--- src/rtl/sub_sat_pipe_8bit_pkg.sv ---
// Shared constants and the stage-1 payload type for the saturating subtract pipeline.
package sub_sat_pipe_8bit_pkg;

  localparam int DATA_W = 8;

  localparam logic signed [DATA_W-1:0] SMAX = 8'sh7F;
  localparam logic signed [DATA_W-1:0] SMIN = 8'sh80;

  typedef struct packed {
    logic signed [DATA_W-1:0] a;
    logic signed [DATA_W-1:0] b;
  } s1_payload_t;

endpackage

--- src/rtl/sub_8bit_signed.sv ---
// Combinational signed 8-bit subtractor: result = A - B (mod 256) with signed overflow flag.
module sub_8bit_signed
  import sub_sat_pipe_8bit_pkg::*;
(
  input  logic signed [DATA_W-1:0] A,
  input  logic signed [DATA_W-1:0] B,
  output logic signed [DATA_W-1:0] result,
  output logic                     overflow
);

  always_comb begin
    result   = A - B;
    // Only operands of opposite sign can overflow; it shows as a sign flip away from A.
    overflow = (A[DATA_W-1] != B[DATA_W-1]) && (result[DATA_W-1] != A[DATA_W-1]);
  end

endmodule

--- src/rtl/sub_sat_pipe_8bit.sv ---
// Two-stage valid/ready pipeline computing a - b with optional saturation and overflow statistics.
module sub_sat_pipe_8bit
  import sub_sat_pipe_8bit_pkg::*;
#(
  parameter int SAT_EN = 1,
  parameter int CNT_W  = 8
) (
  input  logic                     clk,
  input  logic                     rst_n,
  input  logic                     in_valid,
  output logic                     in_ready,
  input  logic signed [DATA_W-1:0] a,
  input  logic signed [DATA_W-1:0] b,
  output logic                     out_valid,
  input  logic                     out_ready,
  output logic signed [DATA_W-1:0] out_result,
  output logic                     out_ovf,
  input  logic                     ovf_clr,
  output logic                     ovf_sticky,
  output logic [CNT_W-1:0]         ovf_count
);

  // Handshake: a transfer happens on a rising edge where valid && ready; a producer
  // holding valid keeps its payload stable until that edge, and ready may depend on
  // the downstream ready combinationally (in_ready follows out_ready).

  logic                     s1_valid_q, s1_valid_d;
  s1_payload_t              s1_data_q, s1_data_d;
  logic                     out_valid_q, out_valid_d;
  logic signed [DATA_W-1:0] out_result_q, out_result_d;
  logic                     out_ovf_q, out_ovf_d;
  logic                     ovf_sticky_q, ovf_sticky_d;
  logic [CNT_W-1:0]         ovf_count_q, ovf_count_d;

  logic                     s2_adv, s1_adv, ovf_evt;
  logic signed [DATA_W-1:0] diff, sat_result;
  logic                     diff_ovf;

  sub_8bit_signed u_sub (
    .A        (s1_data_q.a),
    .B        (s1_data_q.b),
    .result   (diff),
    .overflow (diff_ovf)
  );

  always_comb begin
    s2_adv  = !out_valid_q || out_ready;
    s1_adv  = !s1_valid_q || s2_adv;
    ovf_evt = out_valid_q && out_ready && out_ovf_q;

    sat_result = diff;
    if ((SAT_EN != 0) && diff_ovf) begin
      sat_result = s1_data_q.a[DATA_W-1] ? SMIN : SMAX;
    end

    s1_valid_d = s1_valid_q;
    s1_data_d  = s1_data_q;
    if (s1_adv) begin
      s1_valid_d = in_valid;
      if (in_valid) begin
        s1_data_d = '{a: a, b: b};
      end
    end

    out_valid_d  = out_valid_q;
    out_result_d = out_result_q;
    out_ovf_d    = out_ovf_q;
    if (s2_adv) begin
      out_valid_d = s1_valid_q;
      if (s1_valid_q) begin
        out_result_d = sat_result;
        out_ovf_d    = diff_ovf;
      end
    end

    // A delivered overflow takes priority over a coincident clear.
    ovf_sticky_d = ovf_sticky_q;
    ovf_count_d  = ovf_count_q;
    if (ovf_evt) begin
      ovf_sticky_d = 1'b1;
      if (ovf_clr) begin
        ovf_count_d = CNT_W'(1);
      end else if (ovf_count_q != {CNT_W{1'b1}}) begin
        ovf_count_d = ovf_count_q + CNT_W'(1);
      end
    end else if (ovf_clr) begin
      ovf_sticky_d = 1'b0;
      ovf_count_d  = '0;
    end
  end

  always_ff @(posedge clk or negedge rst_n) begin
    if (!rst_n) begin
      s1_valid_q   <= 1'b0;
      s1_data_q    <= '0;
      out_valid_q  <= 1'b0;
      out_result_q <= '0;
      out_ovf_q    <= 1'b0;
      ovf_sticky_q <= 1'b0;
      ovf_count_q  <= '0;
    end else begin
      s1_valid_q   <= s1_valid_d;
      s1_data_q    <= s1_data_d;
      out_valid_q  <= out_valid_d;
      out_result_q <= out_result_d;
      out_ovf_q    <= out_ovf_d;
      ovf_sticky_q <= ovf_sticky_d;
      ovf_count_q  <= ovf_count_d;
    end
  end

  assign in_ready   = s1_adv;
  assign out_valid  = out_valid_q;
  assign out_result = out_result_q;
  assign out_ovf    = out_ovf_q;
  assign ovf_sticky = ovf_sticky_q;
  assign ovf_count  = ovf_count_q;

endmodule

--- config.mk ---
export PLATFORM = sky130hd
export DESIGN_NAME = sub_sat_pipe_8bit
export DESIGN_NICKNAME = d
export VERILOG_FILES = /design/src/rtl/sub_sat_pipe_8bit_pkg.sv /design/src/rtl/sub_8bit_signed.sv /design/src/rtl/sub_sat_pipe_8bit.sv
export SDC_FILE = /design/constraint.sdc
export NUM_CORES = 1
export LEC_CHECK = 0
export ABC_AREA = 1
export CAP_MARGIN = 25
export CORE_MARGIN = 5
export CORE_UTILIZATION = 50
export DETAILED_ROUTE_END_ITERATION = 8
export PLACE_DENSITY = 0.88
export SYNTH_ARGS = -nofsm -noshare
export SYNTH_HDL_FRONTEND = slang
export SYNTH_SLANG_ARGS = --single-unit
--- constraint.sdc ---
create_clock -name clk -period 5.5 [get_ports clk]
set_input_delay 1.375 -clock clk [delete_from_list [all_inputs] [get_ports clk]]
set_output_delay 1.375 -clock clk [all_outputs]
set_load 0.005 [all_outputs]
=== Word level (Yosys, flattened, before mapping) ===
Cells that the tools add are included.
Widths: inputs -> output; s select.

* Register bits: 36
* Input bits: 21

* $add $sub $neg: 2
* Eq/ne operators: 3
* Muxes and demuxes: 8
* Reductions and logical operators: 12

{| class="wikitable"
|+ Operators by type and width
! operator !! number
|-
| $mux 8 || 6
|-
| $add 8x1->8 const B || 1
|-
| $ne 8x8->1 const B || 1
|-
| $sub 8x8->8 || 1
|-
| $reduce_and 2->1 || 3
|-
| $reduce_bool 2->1 || 2
|-
| $logic_and 1x1->1 || 3
|-
| $logic_not 1->1 || 2
|-
| $logic_or 1x1->1 || 2
|-
| $mux 1 || 2
|-
| $ne 1x1->1 || 2
|}

=== Depth between registers and ports, before layout ===
Gate-level depths: netlist of the first run.

* Depth after elaboration: 4
* Depth in mapped cells: 15
* Mapped depth without buffers: 15

=== Modules after synthesis ===
A second synthesis of the first run with hierarchy kept.

* Cell total of the unflattened synthesis: 269
* Area, all modules: 2,057.0 µm²

{| class="wikitable"
|+ By module, submodules not included
! module !! times used !! cells each !! area an instance (µm²) !! sequential area each (µm²)
|-
| sub_sat_pipe_8bit || 1 || 196 || 1,645.3 || 900.9
|-
| sub_8bit_signed || 1 || 73 || 411.6 || 0.0
|}

=== Least setup slack after synthesis of the first run ===
Ideal clock, no wire load.

* Path type: input to output
* From: in out_ready
* To: out in_ready
* Data arrival time: 1,518 ps
* Data required time: 4,125 ps
* Path slack: 2,607 ps
* Stages on the path: 2
* Buffers on the path: 0
* Cell sequence: inv_1 -> nand3_2

* Longest elaborated chain between the ends: 2

{| class="wikitable"
|+ RTL lines
! element !! RTL line !! source
|-
| from (decl) || sub_sat_pipe_8bit.sv:15 || <nowiki>input logic out_ready,</nowiki>
|-
| $logic_or 1x1->1 || sub_sat_pipe_8bit.sv:47 || <nowiki>s2_adv = !out_valid_q || out_ready;</nowiki>
|-
| $logic_or 1x1->1 || sub_sat_pipe_8bit.sv:48 || <nowiki>s1_adv = !s1_valid_q || s2_adv;</nowiki>
|-
| to (decl) || sub_sat_pipe_8bit.sv:11 || <nowiki>output logic in_ready,</nowiki>
|}

Every way passes these cells.

=== Final worst setup path of the first run ===
Ends and elaborated chain as after synthesis.

==> metrics.yaml, run 1 <==
crit_path_end_kind: "primary output"
start_util_pct: 52.5
grt_pass1_wl_mm: 7.32
slew_headroom_pct: 67.7
place_area_um2: 2400
setup_violations: 0
cap_violations: 0
syn_area_um2: 1950
clk_latency_ns: 0.29
postRouteAntennaNets: 0
wire_per_inst_um: 13.2
drv_slew: 0
fin_nets: 306
die_area_um2: 5250
yosysSeqAreaShare_pct: 46.2
cp_max_fo: 3
htree_levels: 2
cp-start-kind: "input pin"
min_path_type: "reg2reg"
worst_slew_pin_slew_ns: 0.482
cts-buffers-inserted: 5
clock_sinks: 36
fmax_ghz: 0.258
period_share_pct: 70.4
drc: 0
cts_tree: "yes"
postSynth.asyncResetShare_pct: 100
grt_setup_unrepaired: "no"
grt_overflow: 0
final_cell_area_um2: 2490
netlist-cell-type-count: 30
cts_resized: 0
utilization_pct: 67.1
place_congestion: 0.863
grt_pass1_vias: 1707
ctsHoldBuffers: 0
hold_viol_final: 0
final_layout_size_suffix_gt1_share_pct: 10.1
ios: 41
power_leakage_uw: 0.00119
peakVddDrop_mv: 0.147
die_w_um: 72.5
grt_max_degree: 37
wirelength_mm: 4.29
drtIter0Drc: 89
dr.pass1.iters: 5
ys_top_cells_by_area: "dfrtp_1, nand2_1, inv_1"
worst-setup-path-type: "in2out"
rows: 22
dp_hpwl_mm: 3.22
postCtsSetupBuffers: 0
cellPowerDensity_nw_per_um2: 354
clk_path_buf_depth: 2
core-area_um2: 3720
min_path_cells: 2
crit_arrival_ns: 2.50
ys_ff_latch: 36
cp.required_ns: 4.12
fin_crit_ns: 3.87
yosys.area.top_type: "dfrtp_1"
port_buffers: 40
finalSetupTns_ns: 0
synth_fp_nets: 260
syn_area_per_cell_um2: 8.52
synth_warnings: 0
grt_usage_pct: 17.8
nFillCells: 290
fin_skew_ns: 0.00807
num_vias: 1707
vias_per_cell: 5.27
clockRootBuffer: "clkbuf_8"
synth-edff-count: 0
r2r_cells: 12
syn_inst: 229
synth_top_cell_area_share_pct: 46.2
area_growth_pct: 27.8
antenna_found_initial: 0
die_h_um: 72.5
reg2reg_slack_ns: 2.67
outcome: "completed"
ys_dominant_reg_cell: "dfrtp_1"
clkSlewWorstSetupHoldPaths_ns: 0.07
num_antenna_cells: 0
Yosys cell counts, types with 3 or more instances:
cell type and instances:
mux2_2 7, nand4_1 3, ha_1 8, inv_1 32
o21ai_0 6, nor2_1 26, dfrtp_1 36, a21oi_1 20
nand3_1 18, nand2_1 45, nor3_1 4
area by class of cell:
| class | count | area, um2 | area share (%) |
|---|---|---|---|
| Timing Repair Buffer | 41 | 408 | 16.4 |
| Clock inverter | 2 | 10.0 | 0.402 |
| Multi-Input combinational cell | 157 | 901 | 36.1 |
| Inverter | 34 | 130 | 5.22 |
| Sequential cell | 36 | 901 | 36.1 |
| Clock buffer | 6 | 82.6 | 3.31 |
| Tap cell | 48 | 60.1 | 2.41 |
state kept, by name, summed over array words and instances, names as in the netlist:
register    count
s1_data_q      16
s1_valid_q      1
out_result      8
out_valid       1
ovf_count       8
ovf_sticky      1
out_ovf         1
cell families after synthesis:
logic type,share of synthesized area [%]
compound gates,9.17
fa+ha+maj,7.18
mux,4.04
buf+inv,7.63
simple gates,25.8
flops,46.2
per-layer routing:
layer  up-vias  track usage, %  part of all wire (%)
met3         7            4.43                   5.3
met4         0            7.58                   1.7
met5         -               0                     0
li1        843               -                     -
met1       803            21.3                    42
met2        54            30.3                    51
power breakdown:
part	switching [uW]	internal, uW
Combinational	169	164
Clock	91.5	99.8
Sequential	34.6	322
cells in the final DEF, fill, tap and decap left out, drive strengths merged:
cell           instances
clkdlybuf4s50         40
o211ai                 1
o21ai                 10
clkinv                 3
nand3b                 1
a21oi                 20
nor2                  27
nand4                  3
fa                     2
o21a                   1
clkbuf                 6
or2                    1
inv                   33
nand2                 48
ha                     8
nor3                   5
mux2                   7
nand3                 21
dfrtp                 36
a31oi                  1
nor4                   1
buf                    1
metrics by stage:
| step | hold WS (ns) | total power, uW | std cells | worst slack (ns) |
|---|---|---|---|---|
| finish | 0.499 | 882 | 324 | 1.63 |
| global route | 0.520 | 944 | 324 | 1.58 |
| CTS | 0.494 | 887 | 324 | 1.63 |
| detailed placement | 0.476 | 691 | 316 | 1.63 |
| global placement | 0.470 | 680 | 316 | 1.64 |
| floorplan | 0.472 | 545 | 229 | 2.61 |
worst max-delay path, stage by stage:
cell	delay (ns)
clkdlybuf4s50_1	0.48
inv_1	0.07
nand3_2	0.08
clkdlybuf4s50_1	0.50
path summary, 6_finish.rpt:
path                            endpoint           from
setup / recovery                in_ready      out_ready
hold / removal             out_result[7]  out_result[7]
setup reg to reg           out_result[1]  s1_data_q[12]
hold reg to reg            out_result[7]  out_result[7]
max in group asynchronous  out_result[4]          rst_n
min in group asynchronous  s1_data_q[12]          rst_n
(Power assumes the default switching activity.)
==> run 2, diff against run 1 <==
==> constraint.sdc (replaced) <==
create_clock -name clk -period 3.7 [get_ports clk]
set_input_delay 0.925 -clock clk [delete_from_list [all_inputs] [get_ports clk]]
set_output_delay 0.925 -clock clk [all_outputs]
set_load 0.005 [all_outputs]
==> run 2 against run 1 <==
  * Setup slack worse by 0.91 ns
  * Register-to-register slack worse by 1.8 ns
  * Critical path depth unchanged
  * Global-route usage down 1.1 points
  * Final cell count unchanged
==> metrics.yaml, run 2 (synthesis results as in run 1) <==
outcome: "completed"
wl_met2_mm: 1.97
clockRootBuffer: "clkbuf_8"
power_leakage_uw: 0.00118
core-area_um2: 3720
drtIter0Drc: 101
ctsHoldBuffers: 0
final_cells: 324
worst-setup-path-type: "in2out"
postRouteAntennaNets: 0
area_growth_pct: 27.6
route.met3.wl_um: 236
cp_max_fo: 3
cts_resized: 0
dp_hpwl_mm: 3.25
die_w_um: 72.5
wire_per_inst_um: 12.9
cts-buffers-inserted: 5
start_util_pct: 52.5
regMostFlops: "s1_data_q"
mostFrequentLayoutCell: "nand2_1"
ios: 41
worst_slew_pin_slew_ns: 0.479
rows: 22
dr.pass1.iters: 4
utilization_pct: 67.0
crit_start: "out_ready"
drv_slew: 0
nFillCells: 296
antenna_found_initial: 0
cap_violations: 0
die_area_um2: 5250
postCtsSetupBuffers: 0
grt_pass1_vias: 1608
min_path_type: "reg2reg"
cp-start-kind: "input pin"
finalSetupTns_ns: 0
place_congestion: 0.848
crit_path_end_kind: "primary output"
r2r_cells: 12
num_vias: 1716
grt_overflow: 0
crit_path_frequent_cell: "clkdlybuf4s50_1"
path_cells: "clkdlybuf4s50_1 > inv_1 > nand3_2 > clkdlybuf4s50_1"
clkSlewWorstSetupHoldPaths_ns: 0.06
final_layout_size_suffix_gt1_share_pct: 9.42
cts_tree: "yes"
maxUsedRoutingLayer: "met4"
regToRegStartpoint: "s1_data_q[12]"
port_buffers: 40
drc: 0
crit_arrival_ns: 2.06
min_path_cells: 2
fin_skew_ns: 0.00195
htree_levels: 2
met1_length_mm: 1.86
slew_headroom_pct: 68.0
wirelength_mm: 4.19
grt_max_degree: 37
fin_crit_ns: 2.98
clk_path_buf_depth: 2
die_h_um: 72.5
post-place-ws_ns: 0.721
peakVddDrop_mv: 0.331
max_stage_delay_ns: 0.50
clk_latency_ns: 0.28
vias_per_cell: 5.30
min_from: "out_result[7]"
hold_ws_ns: 0.491
final_cell_mix: "nand2_1, clkdlybuf4s50_1, dfrtp_1, inv_1, nor2_1"
fin_nets: 306
clock_sinks: 36
cp.required_ns: 2.77
num_antenna_cells: 0
fmax_ghz: 0.335
grt_setup_unrepaired: "no"
setup_slack_ns: 0.719
largest_reg_flops: 16
hold_viol_final: 0
dp.cells: 316
setup_violations: 0
grt_pass1_wl_mm: 6.93
cellPowerDensity_nw_per_um2: 524
cpMaxStageDelayCell: "clkdlybuf4s50_1"
period_share_pct: 80.6
grt_usage_pct: 16.7
-- run 2: cell types whose count changed in the layout (fill, tap and decap cells not counted) --
cell,delta
clkinv_2,-2
clkbuf_1,+2
-- run 2: path summary, 6_finish.rpt --
kind | to | slack, ns
max | in_ready | 0.72
min | out_result[7] | 0.49
max reg2reg | out_result[0] | 0.88
min reg2reg | out_result[7] | 0.49
max in group asynchronous | ovf_sticky | 2.33
min in group asynchronous | s1_data_q[10] | 1.06
-- run 2: report_power, final --
part	internal, uW	switching (uW)
Combinational	245	250
Clock	152	127
Sequential	479	51.9
Total	875	429
-- run 2: worst max-delay path: cells and delay by family --
kind / cells / cell delay, ns
buffers and inverters: 3 / 1.04
and+or+nand+nor: 1 / 0.09
-- run 2: per-layer routing --
metal  vias up  global-route usage, %
met1       804                   21.2
met5         -                      0
met4         0                   10.7
met2        63                   26.1
li1        839                      -
met3        10                   3.19
-- run 2: area by class of cell --
class                   instances  area [um2]  share of cell area, %
well taps                      48        60.1                   2.41
multi-input cells             157         901                   36.2
clock buffers                   8        90.1                   3.62
flip-flops and latches         36         901                   36.2
inverters                      34         130                   5.23
repair buffers                 41         408                   16.4
-- run 2: through the flow --
stage / power [uW] / cell area [um2]
2_1_floorplan: 809 / 1950
3_3_place_gp: 1010 / 2400
3_5_place_dp: 1030 / 2400
4_1_cts: 1310 / 2490
5_1_grt: 1390 / 2490
6_report: 1300 / 2490
